===== src/rtl/capture_ctrl.sv =====
// Capture controller: writes decimated samples into the circular channel RAMs,
// arms on full pre-trigger history, counts post-trigger samples, freezes trace_end.
// Optional macro AUTO_TRIG_EN adds a timeout that forces a trigger while armed.
module capture_ctrl #(
    parameter int ADDR_W  = 9,
    parameter int DECIM_W = 4,
    parameter int TO_W    = 20
) (
    input  logic              clk,
    input  logic              rst,
    input  logic              run,
    input  logic [DECIM_W-1:0] decimator,
    input  logic [ADDR_W-1:0] trig_pos,
    input  logic              triggered,
    input  logic              dump_done,
    output logic              we,
    output logic              cap_en,
    output logic [ADDR_W-1:0] cap_addr,
    output logic              armed,
    output logic [ADDR_W-1:0] trace_end,
    output logic              capture_done,
    output logic              auto_trigd
);

    localparam int DCNT_W = (1 << DECIM_W) - 1;
    localparam logic [ADDR_W:0]   DEPTH_V = {1'b1, {ADDR_W{1'b0}}};
    localparam logic [ADDR_W:0]   ONE_C   = {{ADDR_W{1'b0}}, 1'b1};
    localparam logic [ADDR_W-1:0] ONE_A   = {{(ADDR_W-1){1'b0}}, 1'b1};
    localparam logic [DCNT_W-1:0] ONE_D   = {{(DCNT_W-1){1'b0}}, 1'b1};

    typedef enum logic [2:0] {
        IDLE  = 3'd0,
        WRT   = 3'd1,
        ARMED = 3'd2,
        POST  = 3'd3,
        DONE  = 3'd4
    } state_t;

    state_t state_r, next_state_s;

    logic [DCNT_W-1:0] dec_cnt_r, dec_mask_s;
    logic [ADDR_W:0]   smpl_cnt_r, post_cnt_r, pre_r, p_r, p_sel_s;
    logic [ADDR_W-1:0] cap_addr_r, trace_end_r;
    logic              we_r, cap_en_r, armed_r, capture_done_r, auto_trigd_r;
    logic              tick_s, trig_s, take_trig_s, fin_s, start_s, timeout_s;

    function automatic logic is_act(input state_t s);
        return (s == WRT) || (s == ARMED) || (s == POST);
    endfunction

    assign dec_mask_s = ~({DCNT_W{1'b1}} << decimator);
    assign tick_s     = (dec_cnt_r == dec_mask_s);
    assign p_sel_s    = (trig_pos == {ADDR_W{1'b0}}) ? ONE_C : {1'b0, trig_pos};
    assign trig_s     = triggered | timeout_s;
    assign start_s    = (state_r == IDLE) && (next_state_s == WRT);

`ifdef AUTO_TRIG_EN
    logic [TO_W-1:0] to_cnt_r;
    assign timeout_s = (state_r == ARMED) && (&to_cnt_r);

    // Timeout counter: runs only while staying in ARMED, zero on entry
    always_ff @(posedge clk or posedge rst) begin
        if (rst) begin
            to_cnt_r <= {TO_W{1'b0}};
        end else if ((state_r == ARMED) && (next_state_s == ARMED)) begin
            to_cnt_r <= to_cnt_r + {{(TO_W-1){1'b0}}, 1'b1};
        end else begin
            to_cnt_r <= {TO_W{1'b0}};
        end
    end
`else
    assign timeout_s = 1'b0;
`endif

    // Next-state logic; cap_en_r marks the write cycle, which is when counts advance
    always_comb begin
        next_state_s = state_r;
        take_trig_s  = 1'b0;
        fin_s        = 1'b0;
        case (state_r)
            IDLE: begin
                if (run && !capture_done_r) next_state_s = WRT;
                else                        next_state_s = IDLE;
            end
            WRT: begin
                if (!run)                                        next_state_s = IDLE;
                else if (cap_en_r && ((smpl_cnt_r + ONE_C) == pre_r)) next_state_s = ARMED;
                else                                             next_state_s = WRT;
            end
            ARMED: begin
                if (!run) begin
                    next_state_s = IDLE;
                end else if (trig_s) begin
                    take_trig_s = 1'b1;
                    if (cap_en_r && (p_r == ONE_C)) begin
                        fin_s        = 1'b1;
                        next_state_s = DONE;
                    end else begin
                        next_state_s = POST;
                    end
                end else begin
                    next_state_s = ARMED;
                end
            end
            POST: begin
                if (!run) begin
                    next_state_s = IDLE;
                end else if (cap_en_r && ((post_cnt_r + ONE_C) == p_r)) begin
                    fin_s        = 1'b1;
                    next_state_s = DONE;
                end else begin
                    next_state_s = POST;
                end
            end
            DONE: begin
                if (dump_done) next_state_s = IDLE;
                else           next_state_s = DONE;
            end
            default: next_state_s = IDLE;
        endcase
    end

    // State register
    always_ff @(posedge clk or posedge rst) begin
        if (rst) state_r <= IDLE;
        else     state_r <= next_state_s;
    end

    // Counters, sampled capture geometry and registered outputs
    always_ff @(posedge clk or posedge rst) begin
        if (rst) begin
            dec_cnt_r      <= {DCNT_W{1'b0}};
            smpl_cnt_r     <= {(ADDR_W+1){1'b0}};
            post_cnt_r     <= {(ADDR_W+1){1'b0}};
            pre_r          <= {(ADDR_W+1){1'b0}};
            p_r            <= {(ADDR_W+1){1'b0}};
            cap_addr_r     <= {ADDR_W{1'b0}};
            trace_end_r    <= {ADDR_W{1'b0}};
            we_r           <= 1'b0;
            cap_en_r       <= 1'b0;
            armed_r        <= 1'b0;
            capture_done_r <= 1'b0;
            auto_trigd_r   <= 1'b0;
        end else begin
            we_r     <= is_act(next_state_s);
            armed_r  <= (next_state_s == ARMED);
            cap_en_r <= is_act(state_r) && is_act(next_state_s) && tick_s;

            if (is_act(state_r) && is_act(next_state_s)) begin
                dec_cnt_r <= tick_s ? {DCNT_W{1'b0}} : (dec_cnt_r + ONE_D);
            end else begin
                dec_cnt_r <= {DCNT_W{1'b0}};
            end

            if (cap_en_r) cap_addr_r <= cap_addr_r + ONE_A;

            if (start_s) begin
                smpl_cnt_r <= {(ADDR_W+1){1'b0}};
                p_r        <= p_sel_s;
                pre_r      <= DEPTH_V - p_sel_s;
            end else if ((state_r == WRT) && cap_en_r) begin
                smpl_cnt_r <= smpl_cnt_r + ONE_C;
            end

            if (take_trig_s) begin
                post_cnt_r <= cap_en_r ? ONE_C : {(ADDR_W+1){1'b0}};
            end else if ((state_r == POST) && cap_en_r) begin
                post_cnt_r <= post_cnt_r + ONE_C;
            end

            if (fin_s) begin
                trace_end_r    <= cap_addr_r;
                capture_done_r <= 1'b1;
            end else if ((state_r == DONE) && dump_done) begin
                capture_done_r <= 1'b0;
            end

`ifdef AUTO_TRIG_EN
            if (start_s)                        auto_trigd_r <= 1'b0;
            else if (take_trig_s && !triggered) auto_trigd_r <= 1'b1;
`endif
        end
    end

    assign we           = we_r;
    assign cap_en       = cap_en_r;
    assign cap_addr     = cap_addr_r;
    assign armed        = armed_r;
    assign trace_end    = trace_end_r;
    assign capture_done = capture_done_r;
    assign auto_trigd   = auto_trigd_r;

endmodule


===== config.mk =====
export PLATFORM = sky130hd
export DESIGN_NAME = capture_ctrl
export DESIGN_NICKNAME = d
export VERILOG_FILES = /design/src/rtl/capture_ctrl.sv
export SDC_FILE = /design/constraint.sdc
export NUM_CORES = 1
export LEC_CHECK = 0
export BUFFER_PORTS_ARGS = -buffer_cell sky130_fd_sc_hd__buf_2
export CAP_MARGIN = 0
export CORE_ASPECT_RATIO = 0.75
export CORE_MARGIN = 2
export CORE_UTILIZATION = 31
export CTS_CLUSTER_DIAMETER = 40
export DETAILED_ROUTE_END_ITERATION = 10
export GPL_ROUTABILITY_DRIVEN = 0
export PLACE_DENSITY = 0.46
export REMOVE_ABC_BUFFERS = 1
export SLEW_MARGIN = 20
export SYNTH_ARGS = -nofsm -noshare
export SYNTH_HDL_FRONTEND = slang
export SYNTH_SLANG_ARGS = --single-unit
export TNS_END_PERCENT = 1

===== constraint.sdc =====
create_clock -name clk -period 4.1 [get_ports clk]
set_input_delay 1.23 -clock clk [delete_from_list [all_inputs] [get_ports clk]]
set_output_delay 1.23 -clock clk [all_outputs]
set_load 0.01 [all_outputs]

==> flow_metrics.env, run 1 <==
export IMPL_aggregate_global_route_resource_usage_pct=15.0
export IMPL_globalRoute_totalOverflow=0
export IMPL_die_height_um=110
export IMPL_drive_above_1_share_pct=16.3
export IMPL_post_route_worst_setup_slack_ns=1.07
export IMPL_area_growth_synth_to_final_pct=14.6
export IMPL_cts_num_sinks=78
export IMPL_fin_worst_skew_ns=0.0111
export IMPL_netlist_top_cell_by_area="sky130_fd_sc_hd__dfrtp_1"
export IMPL_power_static_leakage_nw=2.32
export IMPL_instances_no_fill=735
export IMPL_placed_cells_incl_taps=719
export IMPL_yosys_area_top_type_share_pct=42.4
export IMPL_crit_start="post_cnt_r[0]"
export IMPL_vias=3681
export IMPL_drc_errors=0
export IMPL_layout_worst_path_cycle_share_pct=73.8
export IMPL_outcome="complete, no violations"
export IMPL_count_of_flip_flops_with_a_built_in_enable_after_synthesis=0
export IMPL_post_drt_via_cell_ratio=5.01
export IMPL_design_final_nets=553
export IMPL_synth_area_top_cells="sky130_fd_sc_hd__dfrtp_1 42%, sky130_fd_sc_hd__xnor2_1 6.5%, sky130_fd_sc_hd__nand2_1 5.4%, sky130_fd_sc_hd__xor2_1 4.8%, sky130_fd_sc_hd__o21ai_0 3.4%"
export IMPL_wire_length_of_the_first_global_routing_pass_um=18400
export IMPL_cts_post_setup_buffers_inserted=0
export IMPL_power_density_cell_area_mw_per_mm2=364
export IMPL_netlist_instances=499
export IMPL_report_final_hold_viol_count=0
export IMPL_synth_ff_latch_count=78
export IMPL_number_of_antenna_cells_inserted=0
export IMPL_initial_drc_count=236
export IMPL_timing_final_max_slew_violations=0
export IMPL_syn_cell_area_sq_mm=0.00461
export IMPL_synth_cell_type_count=68
export IMPL_worst_path_max_fanout=11
export IMPL_worstReg2RegStart="post_cnt_r[0]"
export IMPL_dpl_worst_slack_ns=0.885
export IMPL_chipWidth_um=145
export IMPL_setup_tns_ns=0
export IMPL_cp_required_ns=4.33
export IMPL_ctsLongestPathBuffers=2
export IMPL_timing_critical_path_to_type="register"
export IMPL_worstHoldPathType="reg2reg"
export IMPL_max_clock_freq_mhz=330
export IMPL_synth_top_flop_cell="sky130_fd_sc_hd__dfrtp_1"
export IMPL_cts_tree="built"
export IMPL_ioPinCount=41
export IMPL_wl_per_cell_um=15.1
export IMPL_setup_violations=0
export IMPL_layout_core_utilization_pct=36.4
export IMPL_cts_buffers=9
export IMPL_measured_slew_at_the_worst_slew_check_pin_ns=0.958
export IMPL_synth_seq_area_share_pct=42.4
export IMPL_cts_resized=0
export IMPL_drt_antenna_violating_nets=0
export IMPL_slew_limit_headroom_pct=35.9
export IMPL_clk_insertion_delay_late_ns=0.34
export IMPL_grt_antenna_before_repair=0
export IMPL_num_rows=38
export IMPL_io_buffer_count=39
export IMPL_vdd_drop_max_v=0.000177
export IMPL_firstDrtPassIters=5
export IMPL_worst_hold_startpoint="cap_addr[8]"
export IMPL_postSynthAreaPerCell_sq_um=9.23
export IMPL_drv_cap=0
export IMPL_htree_levels=3
export IMPL_finalWorstPathRequiredPeriod_ns=3.03
export IMPL_worst_ep_arrival_time_ns=3.26
export IMPL_share_of_synthesized_registers_carrying_an_async_set_or_reset_pct=100
export IMPL_timing_critical_path_from_type="register"
export IMPL_criticalPathCategory="reg2reg"
export IMPL_place_detailed_hpwl_um=7990
export IMPL_grt_max_degree=46
export IMPL_rsz0062_at_grt="no"
export IMPL_clk_root_buffer_cell="sky130_fd_sc_hd__clkbuf_16"
export IMPL_cts_hold_repair_buffers=0
export IMPL_clk_pin_slew_ns=0.07
export IMPL_number_of_global_route_vias_before_repair=3459
export IMPL_coreArea_sq_mm=0.0145
export IMPL_area_of_the_die_sq_mm=0.0159
export IMPL_finalWirelength_um=11100
export IMPL_synth_yosys_warnings=1
export IMPL_initial_core_util_pct=31.8
synth_stat cells (4+ instances only):
library cell and instances:
sky130_fd_sc_hd__a211oi_1 4, sky130_fd_sc_hd__a21oi_1 12, sky130_fd_sc_hd__a31oi_1 5, sky130_fd_sc_hd__and3_1 6, sky130_fd_sc_hd__and4_1 5, sky130_fd_sc_hd__buf_2 7, sky130_fd_sc_hd__clkbuf_1 12, sky130_fd_sc_hd__dfrtp_1 78
sky130_fd_sc_hd__ha_1 5, sky130_fd_sc_hd__inv_1 9, sky130_fd_sc_hd__mux2_4 8, sky130_fd_sc_hd__nand2_1 66, sky130_fd_sc_hd__nand2b_1 7, sky130_fd_sc_hd__nand3_1 22, sky130_fd_sc_hd__nand4_1 8, sky130_fd_sc_hd__nor2_1 36
sky130_fd_sc_hd__nor2b_1 7, sky130_fd_sc_hd__nor3_1 22, sky130_fd_sc_hd__nor4_1 8, sky130_fd_sc_hd__o21a_1 5, sky130_fd_sc_hd__o21ai_0 31, sky130_fd_sc_hd__o22ai_1 4, sky130_fd_sc_hd__o41ai_1 5, sky130_fd_sc_hd__xnor2_1 34
sky130_fd_sc_hd__xor2_1 25
through the flow:
stage | hold WS (ns) | total power (W) | area, sq um
after floorplan | 0.466 | 0.00101 | 4480
after global placement | 0.487 | 0.00109 | 4970
after detailed placement | 0.485 | 0.00110 | 4970
after CTS | 0.499 | 0.00195 | 5280
after global routing | 0.523 | 0.00203 | 5280
final | 0.492 | 0.00192 | 5280
cell families after synthesis:
logic type               count (synthesis)  synth area share (%)
AO/OA/AOI/OAI                           93                  13.5
XOR/XNOR                                59                  11.2
adder cells (fa/ha/maj)                  5                  1.36
buffers and inverters                   34                  3.56
flip-flops                              78                  42.4
multiplexers                            11                  3.31
other                                    1                0.0814
AND/OR/NAND/NOR                        218                  24.6
power by group:
group | switching (W) | leakage (nW) | internal, W
Sequential | 0.0000578 | 1.01 | 0.000814
Combinational | 0.000125 | 1.15 | 0.0000831
Clock | 0.000355 | 0.155 | 0.000488
Total | 0.000538 | 2.32 | 0.00139
worst max-delay path, stage by stage, from the launching register on:
cell	delay, ns
sky130_fd_sc_hd__dfrtp_1	0.46
sky130_fd_sc_hd__ha_1	0.38
sky130_fd_sc_hd__nand3_1	0.21
sky130_fd_sc_hd__nor2_1	0.23
sky130_fd_sc_hd__xnor2_1	0.13
sky130_fd_sc_hd__and4_1	0.28
sky130_fd_sc_hd__a31oi_2	0.81
sky130_fd_sc_hd__mux2_2	0.41
layer usage:
metal	track usage, %	vias up	wire (um)
li1	-	1838	-
met1	23.4	1770	5950
met2	20.8	66	4620
met3	3.88	7	466
met4	2.70	0	80
met5	0	-	0
area by class of cell:
type | count | area, sq um
flip-flops and latches | 78 | 1950
repair buffers | 45 | 240
inverters | 9 | 35.0
well taps | 200 | 250
clock buffers | 9 | 225
multi-input cells | 387 | 2490
clock inverters | 7 | 87.6
fillers | 1486 | 9220
layout by cell type, fill, tap and decap left out, types with 3 or more instances in the layout:
| master | synthesis | final |
|---|---|---|
| sky130_fd_sc_hd__nor3b_1 | 3 | 3 |
| sky130_fd_sc_hd__ha_1 | 5 | 5 |
| sky130_fd_sc_hd__nand4_1 | 8 | 8 |
| sky130_fd_sc_hd__o21ai_0 | 31 | 31 |
| sky130_fd_sc_hd__nand2_1 | 66 | 66 |
| sky130_fd_sc_hd__nand2b_1 | 7 | 7 |
| sky130_fd_sc_hd__nand3_1 | 22 | 22 |
| sky130_fd_sc_hd__o22ai_1 | 4 | 4 |
| sky130_fd_sc_hd__or3_1 | 3 | 3 |
| sky130_fd_sc_hd__buf_2 | 7 | 39 |
| sky130_fd_sc_hd__clkbuf_16 | 0 | 9 |
| sky130_fd_sc_hd__and3_1 | 6 | 6 |
| sky130_fd_sc_hd__and4_1 | 5 | 5 |
| sky130_fd_sc_hd__nand3b_1 | 3 | 3 |
| sky130_fd_sc_hd__a211o_1 | 3 | 3 |
| sky130_fd_sc_hd__mux2_4 | 8 | 8 |
| sky130_fd_sc_hd__a31oi_1 | 5 | 5 |
| sky130_fd_sc_hd__nor4_1 | 8 | 8 |
| sky130_fd_sc_hd__nor3_1 | 22 | 22 |
| sky130_fd_sc_hd__xnor2_1 | 34 | 34 |
| sky130_fd_sc_hd__o41ai_1 | 5 | 5 |
| sky130_fd_sc_hd__a21oi_1 | 12 | 12 |
| sky130_fd_sc_hd__dfrtp_1 | 78 | 78 |
| sky130_fd_sc_hd__and2_1 | 3 | 3 |
| sky130_fd_sc_hd__buf_4 | 3 | 6 |
| sky130_fd_sc_hd__nor2_1 | 36 | 36 |
| sky130_fd_sc_hd__inv_1 | 9 | 8 |
| sky130_fd_sc_hd__nor2b_1 | 7 | 7 |
| sky130_fd_sc_hd__o21a_1 | 5 | 5 |
| sky130_fd_sc_hd__a211oi_1 | 4 | 4 |
| sky130_fd_sc_hd__a21boi_0 | 3 | 3 |
| sky130_fd_sc_hd__xor2_1 | 25 | 25 |
| sky130_fd_sc_hd__inv_6 | 0 | 3 |
registers in the layout (all words and copies together), names as in the netlist:
name          flops
smpl_cnt_r       10
pre_r            10
post_cnt_r       10
cap_en            1
cap_addr          9
state_r           3
p_r               8
armed             1
we                1
trace_end         9
capture_done      1
dec_cnt_r        15
final timing paths:
path	to	slack, ns	cells after the start
max	trace_end[5]	1.07	7
min	cap_addr[8]	0.49	1
max reg2reg	trace_end[5]	1.07	7
min reg2reg	cap_addr[8]	0.49	1
max in group asynchronous	cap_addr[2]	2.32	3
min in group asynchronous	dec_cnt_r[10]	1.02	2
No activity file was read; power rests on OpenSTA's default activity.
==> run 2: changes to the inputs <==
--- a/config.mk
+++ b/config.mk
@@ -13,7 +13,7 @@
 export CTS_CLUSTER_DIAMETER = 40
 export DETAILED_ROUTE_END_ITERATION = 10
 export GPL_ROUTABILITY_DRIVEN = 0
-export PLACE_DENSITY = 0.46
+export PLACE_DENSITY = 0.48
 export REMOVE_ABC_BUFFERS = 1
 export SLEW_MARGIN = 20
 export SYNTH_ARGS = -nofsm -noshare
==> constraint.sdc (replaced) <==
create_clock -name clk -period 2.77 [get_ports clk]
set_input_delay 0.831 -clock clk [delete_from_list [all_inputs] [get_ports clk]]
set_output_delay 0.831 -clock clk [all_outputs]
set_load 0.01 [all_outputs]
==> flow_metrics.env, run 2 (synthesis gave the netlist of run 1 again) <==
export IMPL_outcome="complete, no violations"
export IMPL_clk_pin_slew_ns=0.06
export IMPL_power_static_leakage_nw=2.35
export IMPL_cts_tree="built"
export IMPL_drt_antenna_violating_nets=0
export IMPL_timing_final_max_slew_violations=0
export IMPL_post_route_worst_setup_slack_ns=0.280
export IMPL_drv_cap=0
export IMPL_die_height_um=110
export IMPL_internal_power_w=0.00203
export IMPL_clk_root_buffer_cell="sky130_fd_sc_hd__clkbuf_16"
export IMPL_measured_slew_at_the_worst_slew_check_pin_ns=0.652
export IMPL_comb_power_share_pct=11.7
export IMPL_cp_slowest_cell="sky130_fd_sc_hd__or4_1"
export IMPL_power_frac_clock_pct=42.0
export IMPL_power_share_switching_pct=26.8
export IMPL_largest_register_ff_count=15
export IMPL_setup_violations=0
export IMPL_place_detailed_hpwl_um=7960
export IMPL_finalWorstPathRequiredPeriod_ns=2.49
export IMPL_worst_path_max_fanout=6
export IMPL_worstSetupPathDepth=7
export IMPL_layout_worst_path_cycle_share_pct=89.9
export IMPL_ctsLongestPathBuffers=2
export IMPL_slew_limit_headroom_pct=56.5
export IMPL_worst_ep_arrival_time_ns=2.76
export IMPL_number_of_antenna_cells_inserted=0
export IMPL_area_growth_synth_to_final_pct=16.1
export IMPL_cts_hold_repair_buffers=0
export IMPL_io_buffer_count=39
export IMPL_placed_cells_incl_taps=727
export IMPL_registers_top_by_ff_count="dec_cnt_r"
export IMPL_wl_per_cell_um=14.9
export IMPL_post_drt_via_cell_ratio=5.08
export IMPL_multiInputGateArea_sq_mm=0.00250
export IMPL_aggregate_global_route_resource_usage_pct=15.1
export IMPL_final_common_cell="sky130_fd_sc_hd__dfrtp_1"
export IMPL_worstHoldPathType="reg2reg"
export IMPL_postLayoutCellArea_sq_mm=0.00535
export IMPL_coreArea_sq_mm=0.0145
export IMPL_vdd_drop_max_v=0.000301
export IMPL_crit_path_max_incr_delay_ns=0.59
export IMPL_hold_worst_slack_ns=0.498
export IMPL_max_clock_freq_mhz=402
export IMPL_chipWidth_um=145
export IMPL_globalRoute_totalOverflow=0
export IMPL_htree_levels=3
export IMPL_cp_required_ns=3.04
export IMPL_ioPinCount=41
export IMPL_grt_antenna_before_repair=0
export IMPL_regToRegEndpoint="armed"
export IMPL_rsz0062_at_grt="no"
export IMPL_initial_core_util_pct=31.8
export IMPL_cts_post_setup_buffers_inserted=0
export IMPL_power_density_cell_area_mw_per_mm2=520
export IMPL_cp_cell_sequence="ha_1, xor2_1, nor4b_1, nand3_1, or4_1, nor4_2, o211a_1"
export IMPL_wire_length_of_the_first_global_routing_pass_um=18700
export IMPL_criticalPathCategory="reg2reg"
export IMPL_crit_start="smpl_cnt_r[0]"
export IMPL_design_final_nets=561
export IMPL_firstDrtPassIters=4
export IMPL_seqCellArea_sq_mm=0.00195
export IMPL_vias=3770
export IMPL_drive_above_1_share_pct=17.3
export IMPL_r2r_slack_ns=0.28
export IMPL_final_cell_mix="78 x sky130_fd_sc_hd__dfrtp_1, 66 x sky130_fd_sc_hd__nand2_1, 39 x sky130_fd_sc_hd__buf_2, 36 x sky130_fd_sc_hd__nor2_1, 34 x sky130_fd_sc_hd__xnor2_1"
export IMPL_number_of_global_route_vias_before_repair=3653
export IMPL_worstReg2RegStart="smpl_cnt_r[0]"
export IMPL_cts_resized=0
export IMPL_clk_insertion_delay_late_ns=0.34
export IMPL_drc_errors=0
export IMPL_dpl_worst_slack_ns=0.106
export IMPL_initial_drc_count=251
export IMPL_psw_w=0.000746
export IMPL_num_rows=38
export IMPL_dpl_cell_area_sq_mm=0.00505
export IMPL_path_delay_family="simple AND/OR/NAND/NOR gates"
export IMPL_report_final_hold_viol_count=0
export IMPL_grt_max_degree=79
export IMPL_cts_buffers=9
export IMPL_timing_critical_path_from_type="register"
export IMPL_fillCellCount=1500
export IMPL_timing_reg2reg_worst_path_depth=7
export IMPL_finalWirelength_um=11000
export IMPL_layout_core_utilization_pct=36.9
export IMPL_area_of_the_die_sq_mm=0.0159
export IMPL_cts_num_sinks=78
export IMPL_timing_critical_path_to_type="register"
export IMPL_instances_no_fill=742
export IMPL_worstSetupEndpoint="armed"
export IMPL_power_sequential_fraction_pct=46.3
export IMPL_fin_worst_skew_ns=0.0101
export IMPL_cp_num_buf_inv=0
[run 2: power groups by stage]
stage	combinational, W	sequential [W]	clock, W
2_1_floorplan	0.000217	0.00128	0
5_1_grt	0.000377	0.00130	0.00125
3_3_place_gp	0.000321	0.00131	0
3_5_place_dp	0.000328	0.00131	0
4_1_cts	0.000328	0.00129	0.00120
6_report	0.000325	0.00129	0.00117
[run 2: worst min-delay path by stage]
| stage | from | end | slack [ns] | cells after the start |
|---|---|---|---|---|
| floorplan | pre_r[1] | pre_r[1] | 0.47 | 2 |
| global placement | trace_end[5] | trace_end[5] | 0.49 | 1 |
| detailed placement | cap_addr[8] | cap_addr[8] | 0.49 | 1 |
| CTS | cap_addr[8] | cap_addr[8] | 0.50 | 1 |
| global route | cap_addr[8] | cap_addr[8] | 0.51 | 1 |
| finish | cap_addr[8] | cap_addr[8] | 0.50 | 1 |
[run 2: per-layer routing]
metal | vias up | share of wire, % | GRT usage (%)
met5 | - | 0 | 0
met4 | 0 | 1.2 | 3.95
met3 | 13 | 5.7 | 4.22
met2 | 73 | 42 | 21.7
met1 | 1824 | 51 | 22.3
li1 | 1860 | - | -
[run 2: worst register-to-register path, stage by stage, from the launching register on]
cell and delay [ns]:
sky130_fd_sc_hd__dfrtp_1 0.45, sky130_fd_sc_hd__ha_1 0.36, sky130_fd_sc_hd__xor2_1 0.15, sky130_fd_sc_hd__nor4b_1 0.29
sky130_fd_sc_hd__nand3_1 0.11, sky130_fd_sc_hd__or4_1 0.59, sky130_fd_sc_hd__nor4_2 0.23, sky130_fd_sc_hd__o211a_1 0.23
[run 2: metrics by stage]
stage                     total power (W)  setup TNS (ns)
after CTS                         0.00282               0
final                             0.00278               0
after global routing              0.00293               0
after floorplan                   0.00150           -4.37
after detailed placement          0.00164               0
after global placement            0.00163               0
[run 2: cell type report]
type                            count  area share (%)
Multi-Input combinational cell    387            46.7
Timing Repair Buffer               53            6.08
Clock inverter                      5            1.10
Clock buffer                       10            4.28
Tap cell                          200            4.68
Sequential cell                    78            36.5
Inverter                            9           0.655
==> run 3: changes to the inputs <==
--- a/config.mk
+++ b/config.mk
@@ -13,8 +13,7 @@
 export CTS_CLUSTER_DIAMETER = 40
 export DETAILED_ROUTE_END_ITERATION = 10
 export GPL_ROUTABILITY_DRIVEN = 0
-export PLACE_DENSITY = 0.48
-export REMOVE_ABC_BUFFERS = 1
+export PLACE_DENSITY_LB_ADDON = 0.25
 export SLEW_MARGIN = 20
 export SYNTH_ARGS = -nofsm -noshare
 export SYNTH_HDL_FRONTEND = slang
==> flow_metrics.env, run 3 (synthesis gave the netlist of run 1 again) <==
export IMPL_clk_root_buffer_cell="sky130_fd_sc_hd__clkbuf_16"
export IMPL_ioPinCount=41
export IMPL_drive_above_1_share_pct=17.2
export IMPL_multiInputGateArea_sq_mm=0.00250
export IMPL_slew_limit_headroom_pct=53.5
export IMPL_num_rows=38
export IMPL_worst_ep_arrival_time_ns=2.72
export IMPL_grt_max_degree=79
export IMPL_hold_crit_depth=1
export IMPL_worstReg2RegStart="p_r[3]"
export IMPL_finalWirelength_um=10800
export IMPL_firstDrtPassIters=4
export IMPL_final_common_cell="sky130_fd_sc_hd__dfrtp_1"
export IMPL_drv_cap=0
export IMPL_worstHoldPathType="reg2reg"
export IMPL_dpl_worst_slack_ns=0.155
export IMPL_io_buffer_count=39
export IMPL_cp_slowest_cell="sky130_fd_sc_hd__o21ai_2"
export IMPL_timing_reg2reg_worst_path_depth=6
export IMPL_setup_violations=0
export IMPL_timing_critical_path_from_type="register"
export IMPL_r2r_slack_ns=0.24
export IMPL_crit_start="p_r[3]"
export IMPL_die_height_um=110
export IMPL_post_drt_via_cell_ratio=5.12
export IMPL_worstSetupPathDepth=6
export IMPL_cts_buffers=9
export IMPL_ctsLongestPathBuffers=2
export IMPL_power_w=0.00281
export IMPL_layout_worst_path_cycle_share_pct=91.4
export IMPL_aggregate_global_route_resource_usage_pct=14.5
export IMPL_groute_layer_met1_usage_pct=21.7
export IMPL_seqCellArea_sq_mm=0.00195
export IMPL_measured_slew_at_the_worst_slew_check_pin_ns=0.698
export IMPL_largest_register_ff_count=15
export IMPL_worst_hold_path_endpoint="trace_end[8]"
export IMPL_cp_num_buf_inv=0
export IMPL_initial_core_util_pct=31.8
export IMPL_regToRegEndpoint="dec_cnt_r[4]"
export IMPL_criticalPathCategory="reg2reg"
export IMPL_place_detailed_hpwl_um=7760
export IMPL_fillCellCount=1450
export IMPL_setup_tns_ns=0
export IMPL_clk_pin_slew_ns=0.06
export IMPL_grt_busiest_layer="met1"
export IMPL_timing_final_max_slew_violations=0
export IMPL_rsz0062_at_grt="no"
export IMPL_wire_length_of_the_first_global_routing_pass_um=18000
export IMPL_syn_nets=522
export IMPL_chipWidth_um=145
export IMPL_clk_insertion_delay_late_ns=0.34
export IMPL_number_of_global_route_vias_before_repair=3406
export IMPL_design_final_nets=558
export IMPL_globalRoute_totalOverflow=0
export IMPL_cts_num_sinks=78
export IMPL_drc_errors=0
export IMPL_cts_tree="built"
export IMPL_fin_worst_skew_ns=0.00646
export IMPL_global_route_usage_met2_pct=20.5
export IMPL_outcome="complete, no violations"
export IMPL_coreArea_sq_mm=0.0145
export IMPL_power_static_leakage_nw=2.34
export IMPL_timing_critical_path_to_type="register"
export IMPL_path_delay_family="compound AO/OA/AOI/OAI gates"
export IMPL_worst_hold_startpoint="trace_end[8]"
export IMPL_initial_drc_count=253
export IMPL_worst_path_max_fanout=16
export IMPL_number_of_antenna_cells_inserted=0
export IMPL_cp_required_ns=2.96
export IMPL_power_density_cell_area_mw_per_mm2=525
export IMPL_area_of_the_die_sq_mm=0.0159
export IMPL_grt_antenna_before_repair=0
export IMPL_wl_per_cell_um=14.6
export IMPL_final_cell_mix="78 x sky130_fd_sc_hd__dfrtp_1, 66 x sky130_fd_sc_hd__nand2_1, 39 x sky130_fd_sc_hd__buf_2, 36 x sky130_fd_sc_hd__nor2_1, 34 x sky130_fd_sc_hd__xnor2_1"
export IMPL_worst_path_most_repeated_cell="sky130_fd_sc_hd__o21ai_0"
export IMPL_crit_path_max_incr_delay_ns=0.58
export IMPL_htree_levels=3
export IMPL_drt_antenna_violating_nets=0
export IMPL_post_route_worst_setup_slack_ns=0.238
export IMPL_max_clock_freq_mhz=395
export IMPL_finalWorstPathRequiredPeriod_ns=2.53
export IMPL_registers_top_by_ff_count="dec_cnt_r"
export IMPL_cts_post_setup_buffers_inserted=0
export IMPL_report_final_hold_viol_count=0
export IMPL_global_route_usage_met3_pct=3.40
export IMPL_area_growth_synth_to_final_pct=16.1
export IMPL_vias=3788
export IMPL_cp_cell_sequence="nor4_1, a41oi_1, o21ai_0, o21ai_0, o21ai_2, nor3_1"
export IMPL_vdd_drop_max_v=0.000305
==> run 3: worst max path at each step <==
stage                    end  slack, ns
2_1_floorplan   dec_cnt_r[4]       0.23
3_3_place_gp           armed       0.14
3_5_place_dp    dec_cnt_r[8]       0.16
4_1_cts                armed       0.15
5_1_grt        dec_cnt_r[11]       0.06
6_report        dec_cnt_r[4]       0.24
==> run 3: stage by stage <==
stage	std cells	area (sq um)	hold WS (ns)	util (%)
floorplan	499	4610	0.466	-
global placement	724	5030	0.483	34.7
detailed placement	724	5030	0.491	34.7
CTS	740	5340	0.509	36.8
global route	740	5350	0.526	36.9
finish	740	5350	0.504	36.9
==> run 3: area by class of cell <==
cell class	instances	area share, %
timing repair buffer	50	5.66
multi-input combinational	387	46.7
clock buffer	9	4.21
sequential	78	36.5
inverter	9	0.702
tap	200	4.68
clock inverter	7	1.54
==> run 3: power by group <==
group	total (W)	switching [W]	leakage [nW]	internal [W]
Combinational	0.000313	0.000187	1.18	0.000125
Sequential	0.00129	0.0000873	1.01	0.00121
Clock	0.00120	0.000494	0.144	0.000710
==> run 3: timing repair <==
item	4_1_cts	5_1_grt
endpoints found under the setup margin	0	1
gates resized for setup	0	1
hold buffers	0	0
==> run 3: routing by layer <==
layer	share of wire, %	vias up	wire length [um]
met5	0	-	0
met4	1.0	0	112
met3	4.9	10	526
met2	43	81	4660
met1	51	1835	5520
li1	-	1862	-
